File: config.mk
export PLATFORM = sky130hd
export DESIGN_NAME = mcpu_bus_target
export DESIGN_NICKNAME = d
export VERILOG_FILES = /design/src/rtl/mcpu_bus_target_pkg.sv /design/src/rtl/mcpu_bus_target_byte_fifo.sv /design/src/rtl/mcpu_bus_target.sv
export SDC_FILE = /design/constraint.sdc
export NUM_CORES = 1
export LEC_CHECK = 0
export BUFFER_PORTS_ARGS = -buffer_cell sky130_fd_sc_hd__buf_2
export CORE_MARGIN = 10
export CORE_UTILIZATION = 38
export DETAILED_ROUTE_END_ITERATION = 10
export PLACE_DENSITY = 0.64
export SLEW_MARGIN = 20
export SYNTH_ARGS = -nofsm -noshare
export SYNTH_HDL_FRONTEND = slang
export SYNTH_HIERARCHICAL = 1
export SYNTH_SLANG_ARGS = --single-unit
File: constraint.sdc
create_clock -name clk -period 3.35 [get_ports clk]
set_clock_uncertainty 0.1 [all_clocks]
set_input_delay 0.67 -clock clk [delete_from_list [all_inputs] [get_ports clk]]
set_output_delay 0.67 -clock clk [all_outputs]
set_load 0.05 [all_outputs]
File: src/rtl/mcpu_bus_target_pkg.sv
// Shared definitions for the MCPU data-bus target: register addresses, STATUS bit positions
// and the address-decode selector.
package mcpu_bus_target_pkg;

   localparam int unsigned MCPU_BUS_ADDR_TXDATA = 32'h100;
   localparam int unsigned MCPU_BUS_ADDR_RXDATA = 32'h101;
   localparam int unsigned MCPU_BUS_ADDR_STATUS = 32'h102;
   localparam int unsigned MCPU_BUS_ADDR_CYCLES = 32'h103;

   localparam int STAT_TX_FULL     = 0;
   localparam int STAT_RX_AVAIL    = 1;
   localparam int STAT_TX_OVERFLOW = 2;
   localparam int STAT_RX_UNDERFLW = 3;
   localparam int STAT_TXCNT_LSB   = 8;
   localparam int STAT_RXCNT_LSB   = 12;

   typedef enum logic [2:0] {
      SEL_NONE,
      SEL_RAM,
      SEL_TXDATA,
      SEL_RXDATA,
      SEL_STATUS,
      SEL_CYCLES
   } reg_sel_e;

endpackage

File: src/rtl/mcpu_bus_target_byte_fifo.sv
// Byte FIFO with occupancy count; head reads 0 when empty.
// A pop on a full FIFO frees the slot for a push on the same edge.
module mcpu_byte_fifo #(
   parameter int FIFO_DEPTH = 4,
   localparam int PW = $clog2(FIFO_DEPTH),
   localparam int CW = PW + 1
) (
   input  logic          clk,
   input  logic          reset_n,
   input  logic          push,
   input  logic [7:0]    push_data,
   input  logic          pop,
   output logic [7:0]    head,
   output logic [CW-1:0] count,
   output logic          full,
   output logic          empty
);

   logic [7:0]    r_mem [FIFO_DEPTH];
   logic [PW-1:0] r_wr_ptr;
   logic [PW-1:0] r_rd_ptr;
   logic [CW-1:0] r_count;
   logic          w_push;
   logic          w_pop;

   assign empty  = (r_count == '0);
   assign full   = (r_count == CW'(FIFO_DEPTH));
   assign count  = r_count;
   assign head   = empty ? 8'h00 : r_mem[r_rd_ptr];
   assign w_pop  = pop && !empty;
   assign w_push = push && (!full || w_pop);

   always_ff @(posedge clk or negedge reset_n) begin
      if (!reset_n) begin
         for (int i = 0; i < FIFO_DEPTH; i++) r_mem[i] <= 8'h00;
         r_wr_ptr <= '0;
         r_rd_ptr <= '0;
         r_count  <= '0;
      end else begin
         if (w_push) begin
            r_mem[r_wr_ptr] <= push_data;
            r_wr_ptr        <= r_wr_ptr + 1'b1;
         end
         if (w_pop) r_rd_ptr <= r_rd_ptr + 1'b1;
         case ({w_push, w_pop})
            2'b10:   r_count <= r_count + 1'b1;
            2'b01:   r_count <= r_count - 1'b1;
            default: r_count <= r_count;
         endcase
      end
   end

endmodule

File: src/rtl/mcpu_bus_target.sv
// MCPU data-bus target: word RAM, TX/RX byte FIFOs and STATUS; combinational read, edge-committed side effects.
// Optional free-running cycle counter at CYCLES when MCPU_BUS_TARGET_CYCLES_EN is defined.
module mcpu_bus_target
   import mcpu_bus_target_pkg::*;
#(
   parameter int DATA_WIDTH = 32,
   parameter int RAM_WORDS  = 16,
   parameter int FIFO_DEPTH = 4
) (
   input  logic                  clk,
   input  logic                  reset_n,
   input  logic [DATA_WIDTH-1:0] addr,
   input  logic [DATA_WIDTH-1:0] wdata,
   output logic [DATA_WIDTH-1:0] rdata,
   input  logic                  re,
   input  logic                  we,
   output logic [7:0]            tx_data,
   output logic                  tx_valid,
   input  logic                  tx_ready,
   input  logic [7:0]            rx_data,
   input  logic                  rx_valid,
   output logic                  rx_ready
);

   localparam int AW = (RAM_WORDS > 1) ? $clog2(RAM_WORDS) : 1;
   localparam int CW = $clog2(FIFO_DEPTH) + 1;

   logic [DATA_WIDTH-1:0] r_ram [RAM_WORDS];
   logic                  r_tx_ovf;
   logic                  r_rx_unf;
   reg_sel_e              w_sel;
   logic [CW-1:0]         w_tx_count, w_rx_count;
   logic                  w_tx_full, w_tx_empty, w_rx_full, w_rx_empty;
   logic [7:0]            w_rx_head;
   logic                  w_tx_pop, w_tx_push_req, w_tx_drop;
   logic                  w_rx_push, w_rx_pop_req, w_rx_pop, w_rx_unf_set;
   logic [DATA_WIDTH-1:0] w_tx_cnt_ext, w_rx_cnt_ext, w_status;

   always_comb begin
      w_sel = SEL_NONE;
      if (addr < DATA_WIDTH'(RAM_WORDS))                       w_sel = SEL_RAM;
      else if (addr == DATA_WIDTH'(MCPU_BUS_ADDR_TXDATA))      w_sel = SEL_TXDATA;
      else if (addr == DATA_WIDTH'(MCPU_BUS_ADDR_RXDATA))      w_sel = SEL_RXDATA;
      else if (addr == DATA_WIDTH'(MCPU_BUS_ADDR_STATUS))      w_sel = SEL_STATUS;
      else if (addr == DATA_WIDTH'(MCPU_BUS_ADDR_CYCLES))      w_sel = SEL_CYCLES;
   end

   assign tx_valid      = !w_tx_empty;
   assign rx_ready      = !w_rx_full;
   assign w_tx_pop      = tx_valid && tx_ready;
   assign w_tx_push_req = we && (w_sel == SEL_TXDATA);
   assign w_tx_drop     = w_tx_push_req && w_tx_full && !w_tx_pop;
   assign w_rx_push     = rx_valid && rx_ready;
   assign w_rx_pop_req  = re && (w_sel == SEL_RXDATA);
   assign w_rx_pop      = w_rx_pop_req && !w_rx_empty;
   assign w_rx_unf_set  = w_rx_pop_req && w_rx_empty;

   mcpu_byte_fifo #(.FIFO_DEPTH(FIFO_DEPTH)) u_tx_fifo (
      .clk(clk), .reset_n(reset_n),
      .push(w_tx_push_req), .push_data(wdata[7:0]), .pop(w_tx_pop),
      .head(tx_data), .count(w_tx_count), .full(w_tx_full), .empty(w_tx_empty)
   );

   mcpu_byte_fifo #(.FIFO_DEPTH(FIFO_DEPTH)) u_rx_fifo (
      .clk(clk), .reset_n(reset_n),
      .push(w_rx_push), .push_data(rx_data), .pop(w_rx_pop),
      .head(w_rx_head), .count(w_rx_count), .full(w_rx_full), .empty(w_rx_empty)
   );

   always_ff @(posedge clk or negedge reset_n) begin
      if (!reset_n) begin
         for (int i = 0; i < RAM_WORDS; i++) r_ram[i] <= '0;
      end else if (we && (w_sel == SEL_RAM)) begin
         r_ram[addr[AW-1:0]] <= wdata;
      end
   end

   // A new error event on the same edge as a STATUS write keeps the bit set.
   always_ff @(posedge clk or negedge reset_n) begin
      if (!reset_n) begin
         r_tx_ovf <= 1'b0;
         r_rx_unf <= 1'b0;
      end else begin
         if (w_tx_drop)                         r_tx_ovf <= 1'b1;
         else if (we && (w_sel == SEL_STATUS))  r_tx_ovf <= 1'b0;
         if (w_rx_unf_set)                      r_rx_unf <= 1'b1;
         else if (we && (w_sel == SEL_STATUS))  r_rx_unf <= 1'b0;
      end
   end

`ifdef MCPU_BUS_TARGET_CYCLES_EN
   logic [DATA_WIDTH-1:0] r_cycles;

   always_ff @(posedge clk or negedge reset_n) begin
      if (!reset_n)                          r_cycles <= '0;
      else if (we && (w_sel == SEL_CYCLES))  r_cycles <= wdata;
      else                                   r_cycles <= r_cycles + 1'b1;
   end
`endif

   assign w_tx_cnt_ext = DATA_WIDTH'(w_tx_count);
   assign w_rx_cnt_ext = DATA_WIDTH'(w_rx_count);

   always_comb begin
      w_status                              = '0;
      w_status[STAT_TX_FULL]                = w_tx_full;
      w_status[STAT_RX_AVAIL]               = !w_rx_empty;
      w_status[STAT_TX_OVERFLOW]            = r_tx_ovf;
      w_status[STAT_RX_UNDERFLW]            = r_rx_unf;
      w_status[STAT_TXCNT_LSB +: 4]         = w_tx_cnt_ext[3:0];
      w_status[STAT_RXCNT_LSB +: 4]         = w_rx_cnt_ext[3:0];
   end

   always_comb begin
      rdata = '0;
      case (w_sel)
         SEL_RAM:    rdata = r_ram[addr[AW-1:0]];
         SEL_TXDATA: rdata = w_tx_cnt_ext;
         SEL_RXDATA: rdata = DATA_WIDTH'(w_rx_head);
         SEL_STATUS: rdata = w_status;
`ifdef MCPU_BUS_TARGET_CYCLES_EN
         SEL_CYCLES: rdata = r_cycles;
`endif
         default:    rdata = '0;
      endcase
   end

endmodule
==> results.toml <==
[status]
run_status = "completed"

[sta]
report.final.slew_viol_count = 0
grt_setup_unrepaired = "yes"
worst_slew_margin_rel = 0.377
period_utilisation_layout = 0.994
setup_viol = 0
max_clock_freq_mhz = 300
final_hold_viol_count = 0
timing.setup.tns_ns = 0
period_needed_ns = 3.33
tightest_slew_ns = 0.935

[min_path]
worstHoldPathType = "input pin to register"

[die]
floorplan.initialDensity = 0.384
chipHeight_um = 289
die_x_um = 289
num_rows = 98
design.die.area_um2 = 83300
core_region_area_um2 = 71500
boundaryPins = 120

[synthesis]
yosysTopAreaCell = "sky130_fd_sc_hd__dfrtp_1"
synth_top_area_frac = 0.540
ys_warn_count = 6
synth_fp_nets = 1788
syn-instance-count = 1698
synth-seq-cells = 592
mean_area_per_synthesized_cell_um2 = 16.2
main_area_contributors_after_synthesis = "sky130_fd_sc_hd__dfrtp_1 (54%), sky130_fd_sc_hd__mux2_1 (21%), sky130_fd_sc_hd__mux4_2 (13%)"
synthDistinctLibCells = 43
synth_sequential_area_ratio = 0.540
synth.cell_area_um2 = 27400

[critical_path]
crit_arrival_ns = 2.56
launch_point_of_the_critical_path = "addr[0]"
cp-start-kind = "input pin"
cell_depth_of_the_worst_flop_to_flop_path = 11
critPathRequiredTime_ns = 2.58
worst_setup_path_endpoint = "rdata[3]"
type_of_the_worst_setup_path = "input pin to output port"
end_kind = "output port"
critPathMaxFanout = 13
r2r_end = "u_tx_fifo/count[2]$_DFFE_PN0P_"
crit-reg2reg-launch = "u_tx_fifo/count[1]$_DFFE_PN0P_"
ff2ff_setup_slack_ns = 0.43

[detailed_routing]
via_per_inst = 5.48
aggregate_routed_wire_length_um = 70300
route.vias.total = 15800
remaining_drc_errors = 0
dr.pass1.iters = 5
drt_iter0_drc = 1023
route.antenna.remaining_nets = 0
post_drt_wl_per_cell_um = 24.4

[cells_and_area]
final_net_count = 1971
fill_cells = 6138
flow.area_growth_from_synthesis_pct = 19.4
drive_gt1_frac = 0.331

[pwr]
power_switching_mw = 3.96
switching_share = 0.242
proportion_of_power_drawn_by_the_clock_network = 0.428
post-layout-total-power_mw = 16.4
comb_power_share = 0.104
seq_power_share = 0.468
power.density_cell_area_nw_per_um2 = 499
worst_ir_drop_vdd_v = 0.000367
total_leakage_power_nw = 16.3
power.internal_mw = 12.4

[grt]
grt_max_degree = 78
grt_antenna_before_repair = 10
grt_remaining_overflow = 0
grt_use_total = 0.168
grt_pass1_vias = 17200
grt_first_pass_wirelength_um = 108000

[clock_tree]
cts.path.max_buffers = 3
clkLatencyLatePin_ns = 0.62
cts.htree.levels = 2
cts.sink_count = 592
clk_root_buffer_cell = "sky130_fd_sc_hd__clkbuf_16"
clock_tree_from_tritoncts = "built"
cts_inserted_buffers = 59
path_clk_slew_ns = 0.06

[run]
max-cap-violations = 0

[placement]
weighted_congestion_reported_at_the_end_of_routability_driven_placement = 0.765
number_of_input_and_output_port_buffers_inserted = 119
hpwl_um = 44200
## flip-flops by register name, summed over array words and instances, names as in the netlist
signal	cells
r_ram	512
u_rx_fifo/r_mem	32
u_tx_fifo/r_mem	32
r_rx_unf	1
u_rx_fifo/count	3
r_tx_ovf	1
u_tx_fifo/count	3
u_tx_fifo/r_wr_ptr	2
u_tx_fifo/r_rd_ptr	2
u_rx_fifo/r_rd_ptr	2
u_rx_fifo/r_wr_ptr	2
## metal layers
layer	wire length, um	GRT usage	vias up
li1	-	-	6743
met1	30900	0.224	8580
met2	34000	0.275	351
met3	3310	0.0304	133
met4	2040	0.0529	12
met5	76	0	-
## per-stage QoR
stage,hold slack (ns),util,setup slack [ns],cells,cell area (um^2)
5_1_grt,0.196,0.458,-0.0521,2883,32800
4_1_cts,0.175,0.456,-0.0305,2875,32600
3_3_place_gp,0.361,0.425,-0.153,2758,30400
6_report,0.217,0.458,0.0210,2886,32800
3_5_place_dp,0.369,0.425,-0.105,2758,30400
2_1_floorplan,0.274,-,0.00518,1698,27500
## how the worst min path moves through the flow
stage	startpoint	to	slack, ns	cells after the start
after CTS	we	r_tx_ovf$_DFFE_PN0P_	0.17	2
after detailed placement	r_ram[188]$_DFFE_PN0P_	r_ram[188]$_DFFE_PN0P_	0.37	1
final	rx_data[7]	u_rx_fifo/r_mem[15]$_DFFE_PN0P_	0.22	2
after global placement	r_ram[447]$_DFFE_PN0P_	r_ram[447]$_DFFE_PN0P_	0.36	1
after global routing	we	r_tx_ovf$_DFFE_PN0P_	0.20	2
after floorplan	reset_n	r_ram[0]$_DFFE_PN0P_	0.27	0
## kinds of logic (layout without fill, tap and decap cells)
kind of cell             Yosys count  in the layout  synth area share
AO/OA/AOI/OAI                     47             47            0.0135
AND/OR/NAND/NOR                  140            140            0.0379
buffers and inverters            148            381            0.0264
flip-flops                       592            592             0.540
multiplexers                     747            747             0.372
XOR/XNOR                          12             12           0.00383
adder cells (fa/ha/maj)           12             12           0.00602
other                              0              5                 0
## synthesized netlist by cell type, drive strengths merged
library cell    n
mux4          161
o22ai           1
nand4           1
nand2          31
o2111ai         1
or4             1
and3b           1
or3             3
or2b            2
and2           37
nand3           6
xor2            6
nor4b           3
nor3            3
clkbuf         62
ha             10
inv            15
a2bb2oi         1
nor4           25
a32o            1
and3            2
buf            71
o21ai           2
a22oi          26
mux2          579
nor2b           8
dfrtp         592
nand2b          2
xnor2           6
mux2i           7
nand3b          1
a311oi          1
a22o           14
nor2           14
fa              2
## power by group through the flow
stage | clock (mW) | sequential, mW | combinational (mW)
floorplan | 0 | 7.67 | 1.03
global placement | 0 | 7.75 | 1.60
detailed placement | 0 | 7.78 | 1.65
CTS | 7.18 | 7.65 | 1.69
global route | 7.46 | 7.68 | 1.86
finish | 7.00 | 7.65 | 1.71
## cell usage in the layout (no fill, tap or decap), drive strengths merged, types with 7 or more instances in the layout
| cell | count |
|---|---|
| bufinv | 8 |
| ha | 10 |
| nor4 | 25 |
| a22oi | 26 |
| and2 | 37 |
| clkinv | 15 |
| nor2 | 14 |
| mux4 | 161 |
| inv | 19 |
| mux2 | 579 |
| mux2i | 7 |
| a22o | 14 |
| nand2 | 31 |
| buf | 247 |
| clkbuf | 88 |
| dfrtp | 592 |
| nor2b | 8 |
## critical path: stages
cell and delay [ns]:
sky130_fd_sc_hd__buf_16 0.17, sky130_fd_sc_hd__buf_16 0.18, sky130_fd_sc_hd__buf_4 0.13, sky130_fd_sc_hd__buf_4 0.14, sky130_fd_sc_hd__mux4_2 0.48, sky130_fd_sc_hd__mux2_2 0.30, sky130_fd_sc_hd__nand2_1 0.11, sky130_fd_sc_hd__a311oi_4 0.16
sky130_fd_sc_hd__buf_12 0.20
## final cells by class
type                    instances  area [um^2]  area share
flip-flops and latches        592        14800       0.452
multi-input cells             958        12100       0.368
repair buffers                255         2540      0.0777
clock buffers                  81         1700      0.0519
well taps                     950         1190      0.0363
clock inverters                30          373      0.0114
inverters                      15         56.3     0.00172
diodes                          5         12.5    0.000382
## what timing repair did
action	4_1_cts	5_1_grt
cloned	0	3
endpoints found under the setup margin	31	31
setup buffers	5	3
gates resized for setup	19	22
pin swaps	8	4
endpoints found under the hold margin	38	0
hold buffers	1	0
(Power assumes the default switching activity.)
